$ cat config.mk
export PLATFORM = sky130hd
export DESIGN_NAME = packet_decoder
export DESIGN_NICKNAME = d
export VERILOG_FILES = /design/src/rtl/packet_decoder_pkg.sv /design/src/rtl/ook_pulse_timer.sv /design/src/rtl/packet_decoder.sv
export SDC_FILE = /design/constraint.sdc
export NUM_CORES = 1
export LEC_CHECK = 0
export ABC_AREA = 1
export ABC_CLOCK_PERIOD_IN_PS = 1500
export CORE_MARGIN = 10
export CORE_UTILIZATION = 45
export CTS_CLUSTER_SIZE = 10
export DETAILED_ROUTE_END_ITERATION = 7
export GPL_TIMING_DRIVEN = 0
export PLACE_DENSITY_LB_ADDON = 0.15
export SYNTH_ARGS = -nofsm -noshare
export SYNTH_HDL_FRONTEND = slang
export SYNTH_SLANG_ARGS = --single-unit
$ cat constraint.sdc
create_clock -name ref_12mhz -period 1.5 [get_ports ref_12mhz]
set_input_delay 0.3 -clock ref_12mhz [delete_from_list [all_inputs] [get_ports ref_12mhz]]
set_output_delay 0.3 -clock ref_12mhz [all_outputs]
set_load 0.005 [all_outputs]
$ cat src/rtl/packet_decoder_pkg.sv
// Shared frame layout, idle command, counter width and state encoding for the
// OOK packet generator/decoder pair.
package packet_decoder_pkg;

    localparam int         FrameBits = 12;
    localparam logic [3:0] FrameLen  = 4'(FrameBits);
    localparam int         CntWidth  = 19;
    localparam logic [2:0] CmdIdle   = 3'd7;

    localparam logic [1:0] ST_SYNC  = 2'd0;
    localparam logic [1:0] ST_ARMED = 2'd1;
    localparam logic [1:0] ST_HIGH  = 2'd2;
    localparam logic [1:0] ST_LOW   = 2'd3;

    typedef logic [CntWidth-1:0] cnt_t;

    // Transmitted MSB first: address, parity, command.
    typedef struct packed {
        logic [7:0] addr;
        logic       parity;
        logic [2:0] cmd;
    } frame_t;

    function automatic logic cmd_parity(input logic [2:0] c);
        return ^c;
    endfunction

endpackage

$ cat src/rtl/ook_pulse_timer.sv
// Synchronizes the OOK envelope, flags its edges and times how long the
// synchronized level has been stable (saturating).
module ook_pulse_timer
    import packet_decoder_pkg::*;
(
    input  logic ref_12mhz,
    input  logic reset_n,
    input  logic ook_in,
    output logic level,
    output logic rise,
    output logic fall,
    output cnt_t count
);

    logic sync_q1;
    logic sync_q2;
    logic level_q;

    always_ff @(posedge ref_12mhz or negedge reset_n) begin
        if (!reset_n) begin
            sync_q1 <= 1'b0;
            sync_q2 <= 1'b0;
            level_q <= 1'b0;
            count   <= '0;
        end else begin
            // NOTE: non-blocking assignments so every flop samples pre-edge values.
            sync_q1 <= ook_in;
            sync_q2 <= sync_q1;
            level_q <= sync_q2;
            if (sync_q2 != level_q) begin
                count <= cnt_t'(1);
            end else if (count != '1) begin
                count <= count + cnt_t'(1);
            end
        end
    end

    // On an edge cycle, count still holds the length of the level just ended.
    assign level = sync_q2;
    assign rise  = sync_q2 & ~level_q;
    assign fall  = ~sync_q2 & level_q;

endmodule

$ cat src/rtl/packet_decoder.sv
// Pulse-width OOK frame decoder: reports a command once it has been received
// twice in a burst, and flags malformed frames.
module packet_decoder
    import packet_decoder_pkg::*;
#(
    parameter int         ChipClocks     = 1600,
    parameter int         GapClocks      = 16000,
    parameter int         BurstGapClocks = 316800,
    parameter logic [7:0] Address        = 8'hA5
) (
    input  logic       ref_12mhz,
    input  logic       reset_n,
    input  logic       ook_in,
    output logic [2:0] cmd,
    output logic       cmd_valid,
    output logic       frame_err,
    output logic       busy
);

    localparam cnt_t ZeroMin  = cnt_t'(ChipClocks / 2);
    localparam cnt_t OneMin   = cnt_t'((3 * ChipClocks) / 2);
    localparam cnt_t OneMax   = cnt_t'((5 * ChipClocks) / 2);
    localparam cnt_t TailLen  = cnt_t'(3 * ChipClocks);
    localparam cnt_t GapLen   = cnt_t'(GapClocks);
    localparam cnt_t BurstLen = cnt_t'(BurstGapClocks);

    logic level;
    logic rise;
    logic fall;
    cnt_t count;

    ook_pulse_timer u_timer (
        .ref_12mhz (ref_12mhz),
        .reset_n   (reset_n),
        .ook_in    (ook_in),
        .level     (level),
        .rise      (rise),
        .fall      (fall),
        .count     (count)
    );

    logic [1:0]           state;
    logic [1:0]           state_d;
    logic [3:0]           bit_cnt;
    logic [3:0]           bit_cnt_d;
    logic [FrameBits-1:0] shift_q;
    logic [FrameBits-1:0] shift_d;
    logic                 err;
    logic                 eval;

    logic       cand_valid;
    logic [2:0] cand_cmd;
    logic [1:0] match_cnt;
    logic       reported;
    logic [2:0] rep_cmd;

    frame_t     frame;
    logic       frame_good;
    logic       accept;
    logic       cand_hit;
    logic [1:0] match_next;
    logic       report;
    logic       burst_idle;

    assign frame      = frame_t'(shift_q);
    assign frame_good = (bit_cnt == FrameLen) && (frame.addr == Address) &&
                        (frame.parity == cmd_parity(frame.cmd));

    always_comb begin
        // NOTE: defaults first so no path through the case infers a latch.
        state_d   = state;
        bit_cnt_d = bit_cnt;
        shift_d   = shift_q;
        err       = 1'b0;
        eval      = 1'b0;
        case (state)
            ST_SYNC: begin
                // On the fall cycle count is still the high length, not a low time.
                if (!level && !fall && count >= GapLen) begin
                    state_d = ST_ARMED;
                end
            end
            ST_ARMED: begin
                if (rise) begin
                    state_d   = ST_HIGH;
                    bit_cnt_d = 4'd0;
                end
            end
            ST_HIGH: begin
                if (fall) begin
                    if (count < ZeroMin || count > OneMax || bit_cnt == FrameLen) begin
                        err     = 1'b1;
                        state_d = ST_SYNC;
                    end else begin
                        shift_d   = {shift_q[FrameBits-2:0], (count >= OneMin)};
                        bit_cnt_d = bit_cnt + 4'd1;
                        state_d   = ST_LOW;
                    end
                end else if (count > OneMax) begin
                    err     = 1'b1;
                    state_d = ST_SYNC;
                end
            end
            ST_LOW: begin
                if (rise) begin
                    state_d = ST_HIGH;
                end else if (count >= TailLen) begin
                    eval = 1'b1;
                    if (frame_good) begin
                        state_d = ST_ARMED;
                    end else begin
                        err     = 1'b1;
                        state_d = ST_SYNC;
                    end
                end
            end
            default: state_d = ST_SYNC;
        endcase
    end

    assign accept     = eval && frame_good;
    assign cand_hit   = cand_valid && (cand_cmd == frame.cmd);
    assign match_next = cand_hit ? ((match_cnt == 2'd3) ? 2'd3 : match_cnt + 2'd1) : 2'd1;
    // Only a repeat of the command already reported in this burst is suppressed.
    assign report     = accept && (match_next >= 2'd2) && !(reported && rep_cmd == frame.cmd);
    assign burst_idle = !level && !fall && (count >= BurstLen);

    always_ff @(posedge ref_12mhz or negedge reset_n) begin
        if (!reset_n) begin
            state      <= ST_SYNC;
            bit_cnt    <= 4'd0;
            shift_q    <= '0;
            cmd        <= CmdIdle;
            cmd_valid  <= 1'b0;
            frame_err  <= 1'b0;
            cand_valid <= 1'b0;
            cand_cmd   <= 3'd0;
            match_cnt  <= 2'd0;
            reported   <= 1'b0;
            rep_cmd    <= 3'd0;
        end else begin
            state     <= state_d;
            bit_cnt   <= bit_cnt_d;
            shift_q   <= shift_d;
            cmd_valid <= 1'b0;
            frame_err <= err;

            if (err) begin
                cand_valid <= 1'b0;
                match_cnt  <= 2'd0;
            end else if (accept) begin
                cand_valid <= 1'b1;
                cand_cmd   <= frame.cmd;
                match_cnt  <= match_next;
                if (report) begin
                    cmd       <= frame.cmd;
                    cmd_valid <= 1'b1;
                    reported  <= 1'b1;
                    rep_cmd   <= frame.cmd;
                end
            end

            if (burst_idle) begin
                cand_valid <= 1'b0;
                match_cnt  <= 2'd0;
                reported   <= 1'b0;
            end
        end
    end

    assign busy = (state == ST_HIGH) || (state == ST_LOW);

endmodule

# After elaboration in Yosys (flattened, before gate mapping)
# Index checks and enable logic that the tools add are counted.
# classes
bitwise_logic	6
eq_ne	18
add_sub_neg	3
n_mux	40
n_lt_le_gt_ge	7
reduce_logical	29
# ops
op	n
$mux W19	2
$mux W2	12
$mux W1	20
$add A19 B1 Y19 const B	1
$ge A19 B12 Y1 const B	1
$ge A19 B13 Y1 const B	1
$ge A19 B14 Y1 const B	1
$ge A19 B19 Y1 const B	1
$gt A19 B12 Y1 const B	1
$lt A19 B10 Y1 const B	1
$ne A19 B19 Y1 const B	1
$mux W4	3
$logic_and A1 B1 Y1	10
$reduce_and A3 Y1	3
$eq A8 B8 Y1 const B	1
$ne A2 B2 Y1 const B	4
$pmux W2 S4	1
$pmux W4 S2	1
$reduce_and A4 Y1	2
$reduce_bool A2 Y1	4
$eq A2 B2 Y1 const B	3
$eq A3 B3 Y1	2
$ne A3 B3 Y1 const B	2
$add A4 B1 Y4 const B	1
other kinds (16)	24
# word_totals
input_bits	3
ff_bits	55
output_inout_bits	6
elab_cells	118

# Depth between registers and ports, before layout
# depth
word_depth	11
ltp_mapped	11
mapped_depth_nobuf	11

# By module
# Synthesis repeated with hierarchy kept, for this count alone.
# unflattened
cells_unflattened	425
hier_area_um2	3171.8
# by_module_without_submodules
module	n_inst	area_per_inst_um2	seq_area_each_um2	cells_per_inst
packet_decoder	1	1903.1	829.5	256
ook_pulse_timer	1	1268.7	550.5	169

# Worst setup path before layout
# No wires, ideal clock.
# synth_timing
path_type	register to register
startpoint	register u_timer.count[0]
endpoint	register u_timer.count[14]
path_buffers	1
period_less_slack_ns	1.542
arrival_time_ns	1.446
stages_incl_launch_ff	11
setup_ns	0.095
slack_ns	-0.042
t_required_ns	1.405
cell_sequence	dfrtp_1 ha_1 nand3_1 inv_2 nand3_2 nor2_2 inv_2 nor2_2 nand3_2 buf_6 o31ai_1
# synth_between
elab_chain_cells	3
word_cells_on_any_way	5
classes_between	1 x add/sub; 1 x eq/ne; 2 x mux; 1 x reduce/logical
# synth_lines
item	line	text
from (decl)	ook_pulse_timer.sv:12	output cnt_t count
from (signal assigned)	ook_pulse_timer.sv:31	count <= cnt_t'(1);
from (signal assigned)	ook_pulse_timer.sv:33	count <= count + cnt_t'(1);
$add A19 B1 Y19	ook_pulse_timer.sv:33	
$mux W19	ook_pulse_timer.sv:32	end else if (count != '1) begin
$mux W19	ook_pulse_timer.sv:30	if (sync_q2 != level_q) begin
# Parallel ways exist; a longest one is shown, timed or not. The select of a mux whose other input is x is not followed.
# A chain may end at the register's enable or synchronous reset.

# Worst setup path in the final report
# layout_timing
startpoint	register u_timer.count[1]
endpoint	register u_timer.count[14]
# Same word-level chain as after synthesis.

==> flow_summary_export.csv <==
group,metric,value,unit
floorplan,die_h,104.1,um
pwr,leakage,0.002222,uW
floorplan,io_pins,9,
min_path,min_from,"u_timer.sync_q1",
sta,hold_viol,0,
placed_design,detailedPlace.worstSlack,-0.3696,ns
setup_path,crit_arrival,1.95,ns
pwr,swShare,0.2596,
grt,grt_antenna_before_repair,0,
logic_synthesis,yosysWarnings,0,
sta,fin_crit,1.733,ns
min_path,min_path_type,"reg2reg",
flow_run,drv_cap,0,
setup_path,worst-setup-path-type,"reg2reg",
pwr,share_comb_of_total_power,0.097,
detailed_routing,dr.pass1.iters,4,
sta,clock.fmax,0.5771,GHz
sta,layout_setup_ws,-0.2328,ns
setup_path,end_kind,"register",
sta,finalCritPeriodShare,1.155,
clock_network,cts_tree,"done",
cells_and_area,syn2layout_area_growth,39.43,%
clock_network,htree_levels,2,
setup_path,cp.required,1.72,ns
setup_path,worst-path-max-fanout,8,
pwr,p_switching,679.2,uW
grt,grt_max_degree,35,
placed_design,placed_area,0.003432,mm2
cells_and_area,ff_latch_area,0.001393,mm2
sta,maxSlewHeadroom,0.6454,
detailed_routing,ant_nets,0,
sta,clock_skew,0.009907,ns
cells_and_area,layout-drive-gt1-share,0.4325,
detailed_routing,drt_drc_violations_left,0,
logic_synthesis,syn_area,0.003186,mm2
logic_synthesis,ys_ff_latch,55,
logic_synthesis,syn_nets,411,
clock_network,clock_path_buffers,2,
pwr,internal_power,1937,uW
outcome,violations,"negative setup slack",
placed_design,gp_congestion,0.8758,
logic_synthesis,synthDistinctLibCells,41,
detailed_routing,first_iter_violations,97,
cells_and_area,final_cell_mix,"67 x nand2_1, 45 x buf_4, 42 x dfrtp_1",
detailed_routing,routed_via_density,5.118,
floorplan,dieArea,0.01084,mm2
logic_synthesis,syn_area_per_cell,7.944,um2
pwr,seqPwrFrac,0.588,
cells_and_area,finalInstanceArea,0.004442,mm2
grt,grt_first_pass_wirelength,13080,um
logic_synthesis,yosysTopAreaCell,"dfrtp_1",
cells_and_area,nets,483,
sta,rsz0062_at_grt,"yes",
grt,grt_pass1_vias,2815,
sta,finalSetupViolCount,46,
sta,max_slew.worst_pin.slew,0.5318,ns
grt,grt.total_usage,0.1414,
clock_network,clk_latency,0.31,ns
logic_synthesis,yosysSeqAreaShare,0.4332,
sta,slew_viol_final,0,
logic_synthesis,synth_top_cells_by_area,"dfrtp_1 41%, nand2_1 11%, inv_1 6.4%",
detailed_routing,wl_per_cell,13.92,um
floorplan,initial_core_util,0.4663,
pwr,p_per_area,589.1,mW/mm2
floorplan,die_w,104.1,um
clock_network,clk_root_buffer_cell,"clkbuf_8",
detailed_routing,drt-total-wl,7933,um
cells_and_area,antenna_cells,0,
sta,tns,-6.239,ns
setup_path,worstSetupStartpoint,"u_timer.count[1]",
logic_synthesis,syn_inst,401,
clock_network,clk_pin_slew,0.10,ns
pwr,irDropWorstVdd,463.7,uV
cells_and_area,fillCellCount,568,
placed_design,dpl.hpwl,5022,um
cells_and_area,multiInputGateArea,0.001904,mm2
setup_path,r2r_start,"u_timer.count[1]",
cells_and_area,final_common_cell,"nand2_1",
clock_network,cts.sinks,55,
detailed_routing,num_vias,2917,
grt,gr-total-overflow,0,
floorplan,row_count,30,
sta,hold-worst-slack,0.3653,ns
placed_design,numPortBuffers,8,
pwr,p_clk_frac,0.315,
setup_path,start_kind,"register",
floorplan,core,0.006832,mm2
logic_synthesis,yosys.area.top_type_share,0.4085,
clock_network,cts_buffers,5,
outcome,status,"finished with violations",
==> cell usage after synthesis <==
cell      instances
nand3_4           1
inv_2             7
nor2_4            1
o21ai_2          10
or2_2             2
nand4_1          10
clkbuf_1          2
nand3_1          31
o22ai_1           1
a21oi_1           4
buf_6             3
buf_12            1
nand2_2           6
nor3b_2           1
o21ai_0          15
o21ai_1           8
inv_1            54
nor3_1           10
clkinv_1          1
nor3b_1           1
nand3_2           2
nor2_1           45
xnor2_1           3
o21bai_1          2
o211ai_1          1
nor2_2            4
o21bai_2          1
nand3b_4          1
buf_4             1
a21oi_4           2
o31ai_1           6
dfrtp_1          52
xor2_1            4
a211oi_1          1
or2_4             1
a31oi_1           1
dfstp_2           3
ha_1              7
nand2_1          93
nand4_4           1
o211ai_4          1
==> cell families (layout without fill, tap and decap cells) <==
family	count (synthesis)	in the layout	share of synthesized area
buffers and inverters	69	142	0.09466
DFF	55	55	0.4332
xor gates and xnor gates	7	7	0.01925
AOI/OAI and AO/OA	53	53	0.1178
and+or+nand+nor	210	210	0.3075
adders and majority gates	7	7	0.02749
==> power by group through the flow <==
stage / combinational [uW] / sequential [uW] / clock (uW)
final: 253 / 1540 / 824
after global routing: 278 / 1540 / 919
after CTS: 218 / 1530 / 854
after detailed placement: 155 / 1560 / 0
after global placement: 149 / 1560 / 0
after floorplan: 85.4 / 1550 / 0
==> stage by stage <==
stage	instances	utilization	power (uW)
after floorplan	401	-	1639
after global placement	505	0.5002	1705
after detailed placement	506	0.5024	1712
after CTS	551	0.5978	2607
after global routing	570	0.6502	2739
final	570	0.6502	2617
==> state kept, by name, summed over array words and instances (netlist names) <==
signal / cells
bit_cnt: 4
u_timer.sync_q1: 1
frame_err: 1
u_timer.level: 1
rep_cmd: 3
cand_cmd: 3
frame: 12
cand_valid: 1
cmd: 3
match_cnt: 2
u_timer.level_q: 1
reported: 1
cmd_valid: 1
state: 2
u_timer.count: 19
==> worst max-delay path, stage by stage, from the launching register on <==
cell	delay, ns
dfrtp_1	0.44
ha_4	0.18
nand3_4	0.09
inv_4	0.08
nand3_4	0.07
nor2_4	0.16
inv_2	0.07
nor2_4	0.13
nand3_4	0.17
buf_8	0.20
o31ai_4	0.05
==> timing repair <==
action                                  4_1_cts  5_1_grt
cloned                                        2        1
endpoints found under the hold margin        20        0
hold buffers                                  1        0
setup buffers                                34       18
pin swaps                                    10       21
resized for setup                            87       56
endpoints found under the setup margin       55       51
==> path summary, 6_finish.rpt <==
kind,endpoint,cells past startpoint,slack [ns]
setup / recovery,u_timer.count[14],10,-0.23
hold / removal,u_timer.level,0,0.37
setup reg to reg,u_timer.count[14],10,-0.23
hold reg to reg,u_timer.level,0,0.37
max in group asynchronous,cmd[2],3,0.39
min in group asynchronous,rep_cmd[2],2,0.49
==> metal layers <==
layer,vias up,GRT usage,wire length (um),share of wire
met2,61,0.2500,4152,0.52
li1,1441,-,-,-
met5,-,0,0,0
met3,12,0.02726,276,0.035
met1,1403,0.1667,3372,0.43
met4,0,0.04672,131,0.017
==> layout make-up <==
type                            count  share of cell area
Buffer                              7             0.02028
Sequential cell                    55              0.3135
Inverter                           62             0.05690
Clock buffer                        6             0.01634
Timing Repair Buffer               65              0.1344
Clock inverter                      2            0.002817
Multi-Input combinational cell    277              0.4287
Tap cell                           96             0.02704
Note: power is estimated with default switching activity, not from simulation.
